--- src/rtl/mem_access_arbiter_if.sv ---
// mem_access_arbiter_if: request, response and memory bus of the two-requester arbiter
// Signals:
//   req0_*/req1_*  valid/ready request handshake with addr, wr flag and write data
//   rsp0_*/rsp1_*  one-cycle completion pulse and shared response data
//   mem_*          single-port memory enable/write/address/data and read data return
// Modports:
//   slave  - arbiter view (takes requests, drives responses and the memory port)
//   master - environment view (requesters and memory)
interface mem_access_arbiter_if #(
    parameter int DW = 8,
    parameter int AW = 6
);
    logic          req0_valid;
    logic          req0_ready;
    logic          req0_wr;
    logic [AW-1:0] req0_addr;
    logic [DW-1:0] req0_wdata;
    logic          req1_valid;
    logic          req1_ready;
    logic          req1_wr;
    logic [AW-1:0] req1_addr;
    logic [DW-1:0] req1_wdata;
    logic          rsp0_valid;
    logic [DW-1:0] rsp0_rdata;
    logic          rsp1_valid;
    logic [DW-1:0] rsp1_rdata;
    logic          mem_en;
    logic          mem_wr;
    logic [AW-1:0] mem_addr;
    logic [DW-1:0] mem_wdata;
    logic [DW-1:0] mem_rdata;

    modport slave (
        input  req0_valid, req0_wr, req0_addr, req0_wdata,
        input  req1_valid, req1_wr, req1_addr, req1_wdata,
        input  mem_rdata,
        output req0_ready, req1_ready,
        output rsp0_valid, rsp0_rdata, rsp1_valid, rsp1_rdata,
        output mem_en, mem_wr, mem_addr, mem_wdata
    );

    modport master (
        output req0_valid, req0_wr, req0_addr, req0_wdata,
        output req1_valid, req1_wr, req1_addr, req1_wdata,
        output mem_rdata,
        input  req0_ready, req1_ready,
        input  rsp0_valid, rsp0_rdata, rsp1_valid, rsp1_rdata,
        input  mem_en, mem_wr, mem_addr, mem_wdata
    );
endinterface

--- src/rtl/mem_access_arbiter.sv ---
// mem_access_arbiter: round-robin arbiter and sequencer for a single-port memory
// Ports:
//   clk   system clock, all logic on posedge
//   rst   synchronous active-high reset
//   bus   request/response/memory bus (slave view)
//   busy  high whenever a transaction is in flight
module mem_access_arbiter #(
    parameter int DW      = 8,
    parameter int AW      = 6,
    parameter int MEM_LAT = 1
) (
    input  logic                  clk,
    input  logic                  rst,
    mem_access_arbiter_if.slave   bus,
    output logic                  busy
);
    typedef enum logic [1:0] {IDLE, ISSUE, WAIT, RESP} state_t;

    state_t        state_q, state_d;
    logic          prio_q, prio_d;
    logic          owner_q, owner_d;
    logic          wr_q, wr_d;
    logic [AW-1:0] addr_q, addr_d;
    logic [DW-1:0] wdata_q, wdata_d;
    logic [DW-1:0] rdata_q, rdata_d;
    logic [2:0]    cnt_q, cnt_d;
    logic          live, idle, issue, hs0, hs1;

    // Outputs are masked while rst is high so nothing leaks during reset.
    assign live  = !rst;
    assign idle  = state_q == IDLE;
    assign issue = live && state_q == ISSUE;

    assign bus.req0_ready = live && idle && (!bus.req1_valid || !prio_q);
    assign bus.req1_ready = live && idle && (!bus.req0_valid || prio_q);
    assign hs0 = bus.req0_valid && bus.req0_ready;
    assign hs1 = bus.req1_valid && bus.req1_ready;

    assign bus.mem_en     = issue;
    assign bus.mem_wr     = issue && wr_q;
    assign bus.mem_addr   = issue ? addr_q : '0;
    assign bus.mem_wdata  = issue ? wdata_q : '0;
    assign bus.rsp0_valid = live && state_q == RESP && !owner_q;
    assign bus.rsp1_valid = live && state_q == RESP && owner_q;
    assign bus.rsp0_rdata = live ? rdata_q : '0;
    assign bus.rsp1_rdata = live ? rdata_q : '0;
    assign busy           = live && !idle;

    always_comb begin
        state_d = state_q;
        prio_d  = prio_q;
        owner_d = owner_q;
        wr_d    = wr_q;
        addr_d  = addr_q;
        wdata_d = wdata_q;
        rdata_d = rdata_q;
        cnt_d   = cnt_q;
        case (state_q)
            IDLE: if (hs0 || hs1) begin
                state_d = ISSUE;
                owner_d = hs1;
                prio_d  = !hs1;
                wr_d    = hs1 ? bus.req1_wr : bus.req0_wr;
                addr_d  = hs1 ? bus.req1_addr : bus.req0_addr;
                wdata_d = hs1 ? bus.req1_wdata : bus.req0_wdata;
            end
            ISSUE: begin
                state_d = wr_q ? RESP : WAIT;
                rdata_d = wr_q ? '0 : rdata_q;
                cnt_d   = 3'(MEM_LAT);
            end
            WAIT: begin
                // Read data is valid during the last WAIT cycle.
                cnt_d   = cnt_q - 3'd1;
                state_d = cnt_q == 3'd1 ? RESP : WAIT;
                rdata_d = cnt_q == 3'd1 ? bus.mem_rdata : rdata_q;
            end
            default: state_d = IDLE;
        endcase
    end

    always_ff @(posedge clk) begin
        if (rst) begin
            state_q <= IDLE;
            prio_q  <= 1'b0;
            owner_q <= 1'b0;
            wr_q    <= 1'b0;
            addr_q  <= '0;
            wdata_q <= '0;
            rdata_q <= '0;
            cnt_q   <= '0;
        end else begin
            state_q <= state_d;
            prio_q  <= prio_d;
            owner_q <= owner_d;
            wr_q    <= wr_d;
            addr_q  <= addr_d;
            wdata_q <= wdata_d;
            rdata_q <= rdata_d;
            cnt_q   <= cnt_d;
        end
    end
endmodule

--- src/flat_wrapper.sv ---
// flat-port wrapper written by rule: the top's interface ports become plain ports
module mem_access_arbiter_flat 
#(
    parameter int DW      = 8,
    parameter int AW      = 6,
    parameter int MEM_LAT = 1
)
  (clk, rst, busy, bus_req0_valid, bus_req0_wr, bus_req0_addr, bus_req0_wdata, bus_req1_valid, bus_req1_wr, bus_req1_addr, bus_req1_wdata, bus_mem_rdata, bus_req0_ready, bus_req1_ready, bus_rsp0_valid, bus_rsp0_rdata, bus_rsp1_valid, bus_rsp1_rdata, bus_mem_en, bus_mem_wr, bus_mem_addr, bus_mem_wdata);
  mem_access_arbiter_if #(.DW(DW), .AW(AW)) bus_i ();
  input  logic clk;
  input  logic rst;
  output logic busy;
  input wire logic [$bits(bus_i.req0_valid)-1:0] bus_req0_valid;
  input wire logic [$bits(bus_i.req0_wr)-1:0] bus_req0_wr;
  input wire logic [$bits(bus_i.req0_addr)-1:0] bus_req0_addr;
  input wire logic [$bits(bus_i.req0_wdata)-1:0] bus_req0_wdata;
  input wire logic [$bits(bus_i.req1_valid)-1:0] bus_req1_valid;
  input wire logic [$bits(bus_i.req1_wr)-1:0] bus_req1_wr;
  input wire logic [$bits(bus_i.req1_addr)-1:0] bus_req1_addr;
  input wire logic [$bits(bus_i.req1_wdata)-1:0] bus_req1_wdata;
  input wire logic [$bits(bus_i.mem_rdata)-1:0] bus_mem_rdata;
  output wire logic [$bits(bus_i.req0_ready)-1:0] bus_req0_ready;
  output wire logic [$bits(bus_i.req1_ready)-1:0] bus_req1_ready;
  output wire logic [$bits(bus_i.rsp0_valid)-1:0] bus_rsp0_valid;
  output wire logic [$bits(bus_i.rsp0_rdata)-1:0] bus_rsp0_rdata;
  output wire logic [$bits(bus_i.rsp1_valid)-1:0] bus_rsp1_valid;
  output wire logic [$bits(bus_i.rsp1_rdata)-1:0] bus_rsp1_rdata;
  output wire logic [$bits(bus_i.mem_en)-1:0] bus_mem_en;
  output wire logic [$bits(bus_i.mem_wr)-1:0] bus_mem_wr;
  output wire logic [$bits(bus_i.mem_addr)-1:0] bus_mem_addr;
  output wire logic [$bits(bus_i.mem_wdata)-1:0] bus_mem_wdata;
  assign bus_i.req0_valid = bus_req0_valid;
  assign bus_i.req0_wr = bus_req0_wr;
  assign bus_i.req0_addr = bus_req0_addr;
  assign bus_i.req0_wdata = bus_req0_wdata;
  assign bus_i.req1_valid = bus_req1_valid;
  assign bus_i.req1_wr = bus_req1_wr;
  assign bus_i.req1_addr = bus_req1_addr;
  assign bus_i.req1_wdata = bus_req1_wdata;
  assign bus_i.mem_rdata = bus_mem_rdata;
  assign bus_req0_ready = bus_i.req0_ready;
  assign bus_req1_ready = bus_i.req1_ready;
  assign bus_rsp0_valid = bus_i.rsp0_valid;
  assign bus_rsp0_rdata = bus_i.rsp0_rdata;
  assign bus_rsp1_valid = bus_i.rsp1_valid;
  assign bus_rsp1_rdata = bus_i.rsp1_rdata;
  assign bus_mem_en = bus_i.mem_en;
  assign bus_mem_wr = bus_i.mem_wr;
  assign bus_mem_addr = bus_i.mem_addr;
  assign bus_mem_wdata = bus_i.mem_wdata;
  mem_access_arbiter #(.DW(DW), .AW(AW), .MEM_LAT(MEM_LAT)) u_core (.clk(clk), .rst(rst), .bus(bus_i), .busy(busy));
endmodule
--- config.mk ---
export PLATFORM = sky130hd
export DESIGN_NAME = mem_access_arbiter_flat
export DESIGN_NICKNAME = d
export VERILOG_FILES = /design/src/rtl/mem_access_arbiter_if.sv /design/src/rtl/mem_access_arbiter.sv /design/src/flat_wrapper.sv
export SDC_FILE = /design/constraint.sdc
export NUM_CORES = 1
export LEC_CHECK = 0
export ABC_AREA = 1
export BUFFER_PORTS_ARGS = -buffer_cell sky130_fd_sc_hd__buf_2
export CAP_MARGIN = 10
export CORE_AREA = 3 3 61 74
export DETAILED_ROUTE_END_ITERATION = 7
export DIE_AREA = 0 0 64 77
export GPL_TIMING_DRIVEN = 0
export PLACE_DENSITY_LB_ADDON = 0.05
export SYNTH_ARGS = -nofsm -noshare
export SYNTH_HDL_FRONTEND = slang
export SYNTH_SLANG_ARGS = --single-unit
export TNS_END_PERCENT = 5
--- constraint.sdc ---
create_clock -name clk -period 2.09 [get_ports clk]
set_clock_uncertainty 0.2 [all_clocks]
set_input_delay 0.209 -clock clk [delete_from_list [all_inputs] [get_ports clk]]
set_output_delay 0.209 -clock clk [all_outputs]
set_load 0.05 [all_outputs]
==> out/results.env <==
OUTCOME='completed'
FINALSETUPVIOLATIONS=0
DIEAREA_UM2=4930
FINAL_PERIOD_MINUS_WORST_SETUP_SLACK_NS=2.01
CRITICAL_PATH_PEAK_FANOUT=6
PLACEMENTROWS=25
POWER.COMBINATIONAL.FRACTION=0.483
SWITCHINGPOWER_uW=1030
COUNT_OF_BUFFERS_FROM_PORT_BUFFERING=77
ROUTABILITY_CONGESTION_ESTIMATE_FROM_GLOBAL_PLACEMENT=0.722
DRT_VIA_DENSITY=4.42
FLOORPLAN.DIE.WIDTH_UM=64
FIRST_GLOBAL_VIAS=1743
HTREEDEPTH=2
CLK_PATH_BUF_DEPTH=2
TIMING.HOLD.WORST.START='bus_req0_addr[4]'
INITIAL_UTILIZATION=0.458
FINISH.INSTANCE_AREA_UM2=2570
SETUP-TNS-FINAL_NS=0
GRT_FIRST_PASS_WIRELENGTH_UM=7490
SYN_AVG_CELL_AREA_UM2=6.63
GRT_OVERFLOW_TOTAL=0
MAXIMUM_NUMBER_OF_PINS_ON_ONE_NET_BEFORE_GLOBAL_ROUTE_REPAIR=11
CTS_INSERTED_BUFFERS=5
HOLD_VIOL_FINAL=0
NUM-NETS-FINAL=421
CTS_NUM_SINKS=30
REG_CLK_SLEW_REPORTED_PATHS_NS=0.06
SYNTH_SEQUENTIAL_AREA_RATIO=0.335
SLEW_HEADROOM=0.664
POWER.SEQUENTIAL.FRACTION=0.336
CRITPATHLAUNCH='u_core.state_q[1]'
MULTI_INPUT_AREA_UM2=856
FINAL_STD_CELLS_W_O_FILL=427
TIMING_WORST_SETUP_PATH_TYPE='reg2out'
WORSTHOLDPATHTYPE='in2reg'
DRT_FIRST_PASS_ITERS=4
FMAX_MHz=498
PLACEDINSTANCEAREA_UM2=2250
YOSYS_REGISTER_BITS=30
MAX_IR_DROP_VDD_mV=0.564
REPORT.FINAL.SLEW_VIOL_COUNT=0
NFILLCELLS=369
WORSTPATHARRIVAL_NS=1.60
POWERDENSITY_nW_PER_UM2=933
CLK_NETWORK_PWR_SHARE=0.181
ENDPOINT_KIND='output port'
FLOORPLAN.CORE_AREA_UM2=3910
YS_WARN_COUNT=0
MOSTFREQUENTLAYOUTCELL='sky130_fd_sc_hd__buf_2'
AREA.SEQUENTIAL_UM2=601
SYNTHTOLAYOUTAREAGROWTH_PCT=43.5
CLK_LATENCY_NS=0.28
ANTENNA_LEFT=0
MOST-COMMON-LAYOUT-CELLS='69 x sky130_fd_sc_hd__buf_2, 51 x sky130_fd_sc_hd__inv_1, 51 x sky130_fd_sc_hd__nand2_1'
POWER_LEAKAGE_uW=0.00135
CAP_VIOLATIONS=0
CP.REQUIRED_NS=1.68
SETUP_REPAIR_AFTER_GLOBAL_ROUTING_MISSED_ITS_MARGIN='yes'
HPWL_UM=3260
GLOBALROUTETOTALUTIL=0.192
SYNTH_CELLS=270
SYNTH.NET_COUNT=318
ANTENNADIODECOUNT=0
ROUTED_WL_UM=4500
PLACE.DETAILED.INSTANCES=401
SYNTH_AREA_UM2=1790
SYNTH.DISTINCT_CELLS=23
TOP_PORTS=79
MIN_PERIOD_OVER_PERIOD=0.961
GRT_ANTENNA_BEFORE_REPAIR=0
INTPOWER_uW=1360
SWITCH_SHARE=0.431
TIMING.CRITICAL_PATH.FROM_TYPE='register'
CLOCK_TREE.ROOT_CELL='sky130_fd_sc_hd__clkbuf_8'
DETAIL_ROUTE.ITER0.VIOLATIONS=55
TIGHTEST_SLEW_NS=0.502
CTS_TREE='done'
WIRE_PER_INST_UM=10.5
RR_STARTPOINT='u_core.state_q[0]'
LAYOUT-DRIVE-GT1-SHARE=0.324
VIAS_AFTER_DETAILED_ROUTING=1886
DRC=0
VERT_DIE_DIM_UM=77
[repair_timing]
item / 4_1_cts / 5_1_grt
hold endpoints to repair: 19 / 0
resized for setup: 4 / 19
hold buffers: 19 / 0
buffers inserted: 0 / 0
gates cloned: 0 / 0
endpoints found under the setup margin: 3 / 13
[path summary, 6_finish.rpt]
kind / to / slack (ns) / cells after the start
hold / removal: u_core.addr_q[4] / 0.02 / 5
setup / recovery: bus_req1_ready / 0.08 / 7
hold reg to reg: u_core.addr_q[2] / 0.27 / 2
setup reg to reg: u_core.rdata_q[0] / 0.27 / 8
[metal layers]
layer | global-route usage | vias to the layer above | share of wire
li1 | - | 1021 | -
met1 | 0.208 | 807 | 0.41
met2 | 0.336 | 51 | 0.50
met3 | 0.0600 | 7 | 0.070
met4 | 0.0842 | 0 | 0.017
met5 | 0 | - | 0
[synthesized netlist by cell type]
master	instances	area share
sky130_fd_sc_hd__ha_1	6	0.042
sky130_fd_sc_hd__nand3_1	20	0.056
sky130_fd_sc_hd__o21ai_1	12	0.034
sky130_fd_sc_hd__buf_4	10	0.042
sky130_fd_sc_hd__a21oi_1	8	0.022
sky130_fd_sc_hd__nand3_4	1	0.0098
sky130_fd_sc_hd__nor2_1	40	0.084
sky130_fd_sc_hd__a211oi_1	1	0.0042
sky130_fd_sc_hd__nor2_8	1	0.011
sky130_fd_sc_hd__dfxtp_1	30	0.34
sky130_fd_sc_hd__buf_6	5	0.031
sky130_fd_sc_hd__clkbuf_2	1	0.0028
sky130_fd_sc_hd__buf_2	3	0.0084
sky130_fd_sc_hd__nand4_1	3	0.010
sky130_fd_sc_hd__nand2_1	52	0.11
sky130_fd_sc_hd__o21ai_2	7	0.034
sky130_fd_sc_hd__nor3_1	2	0.0056
sky130_fd_sc_hd__inv_1	51	0.11
sky130_fd_sc_hd__o21ai_0	8	0.022
sky130_fd_sc_hd__and3_1	1	0.0035
sky130_fd_sc_hd__nand2_2	5	0.017
sky130_fd_sc_hd__a31oi_1	1	0.0035
sky130_fd_sc_hd__inv_2	2	0.0042
[registers in the layout, indices dropped and copies added (netlist names)]
register        cells
u_core.addr_q       6
u_core.cnt_q        3
u_core.state_q      2
u_core.rdata_q      8
u_core.prio_q       1
u_core.wdata_q      8
u_core.owner_q      1
u_core.wr_q         1
[metrics by stage]
step	hold slack, ns	worst slack, ns	power (uW)	util
finish	0.0225	0.0824	2400	0.657
detailed placement	0.264	0.143	1920	0.575
CTS	0.0115	0.000915	2400	0.645
floorplan	0.154	0.0159	1670	-
global placement	0.260	0.140	1900	0.575
global route	0.0183	-0.0494	2600	0.657
[cells by family after synthesis]
group / after synthesis / synth area share
and+or+nand+nor: 125 / 0.307
buffers and inverters: 72 / 0.196
adders and majority gates: 6 / 0.0419
AOI/OAI and AO/OA: 37 / 0.120
DFF: 30 / 0.335
[worst max-delay path: stages (launching register included)]
cell	delay, ns
sky130_fd_sc_hd__dfxtp_1	0.33
sky130_fd_sc_hd__inv_1	0.10
sky130_fd_sc_hd__ha_2	0.24
sky130_fd_sc_hd__inv_2	0.07
sky130_fd_sc_hd__nor2_8	0.13
sky130_fd_sc_hd__inv_1	0.08
sky130_fd_sc_hd__a21oi_1	0.15
sky130_fd_sc_hd__buf_4	0.22
[power groups by stage]
stage	clock network, uW	logic, uW	registers (uW)
2_1_floorplan	0	865	801
5_1_grt	475	1300	826
3_3_place_gp	0	1090	815
4_1_cts	452	1140	806
3_5_place_dp	0	1100	818
6_report	433	1160	805
[cell type report]
cell class / count / area share
plain buffers: 19 / 0.0589
repair buffers: 96 / 0.241
clock buffers: 7 / 0.0297
multi-input cells: 168 / 0.333
well taps: 54 / 0.0263
flip-flops and latches: 30 / 0.234
inverters: 53 / 0.0774
Power figures use the tool's default switching activity.
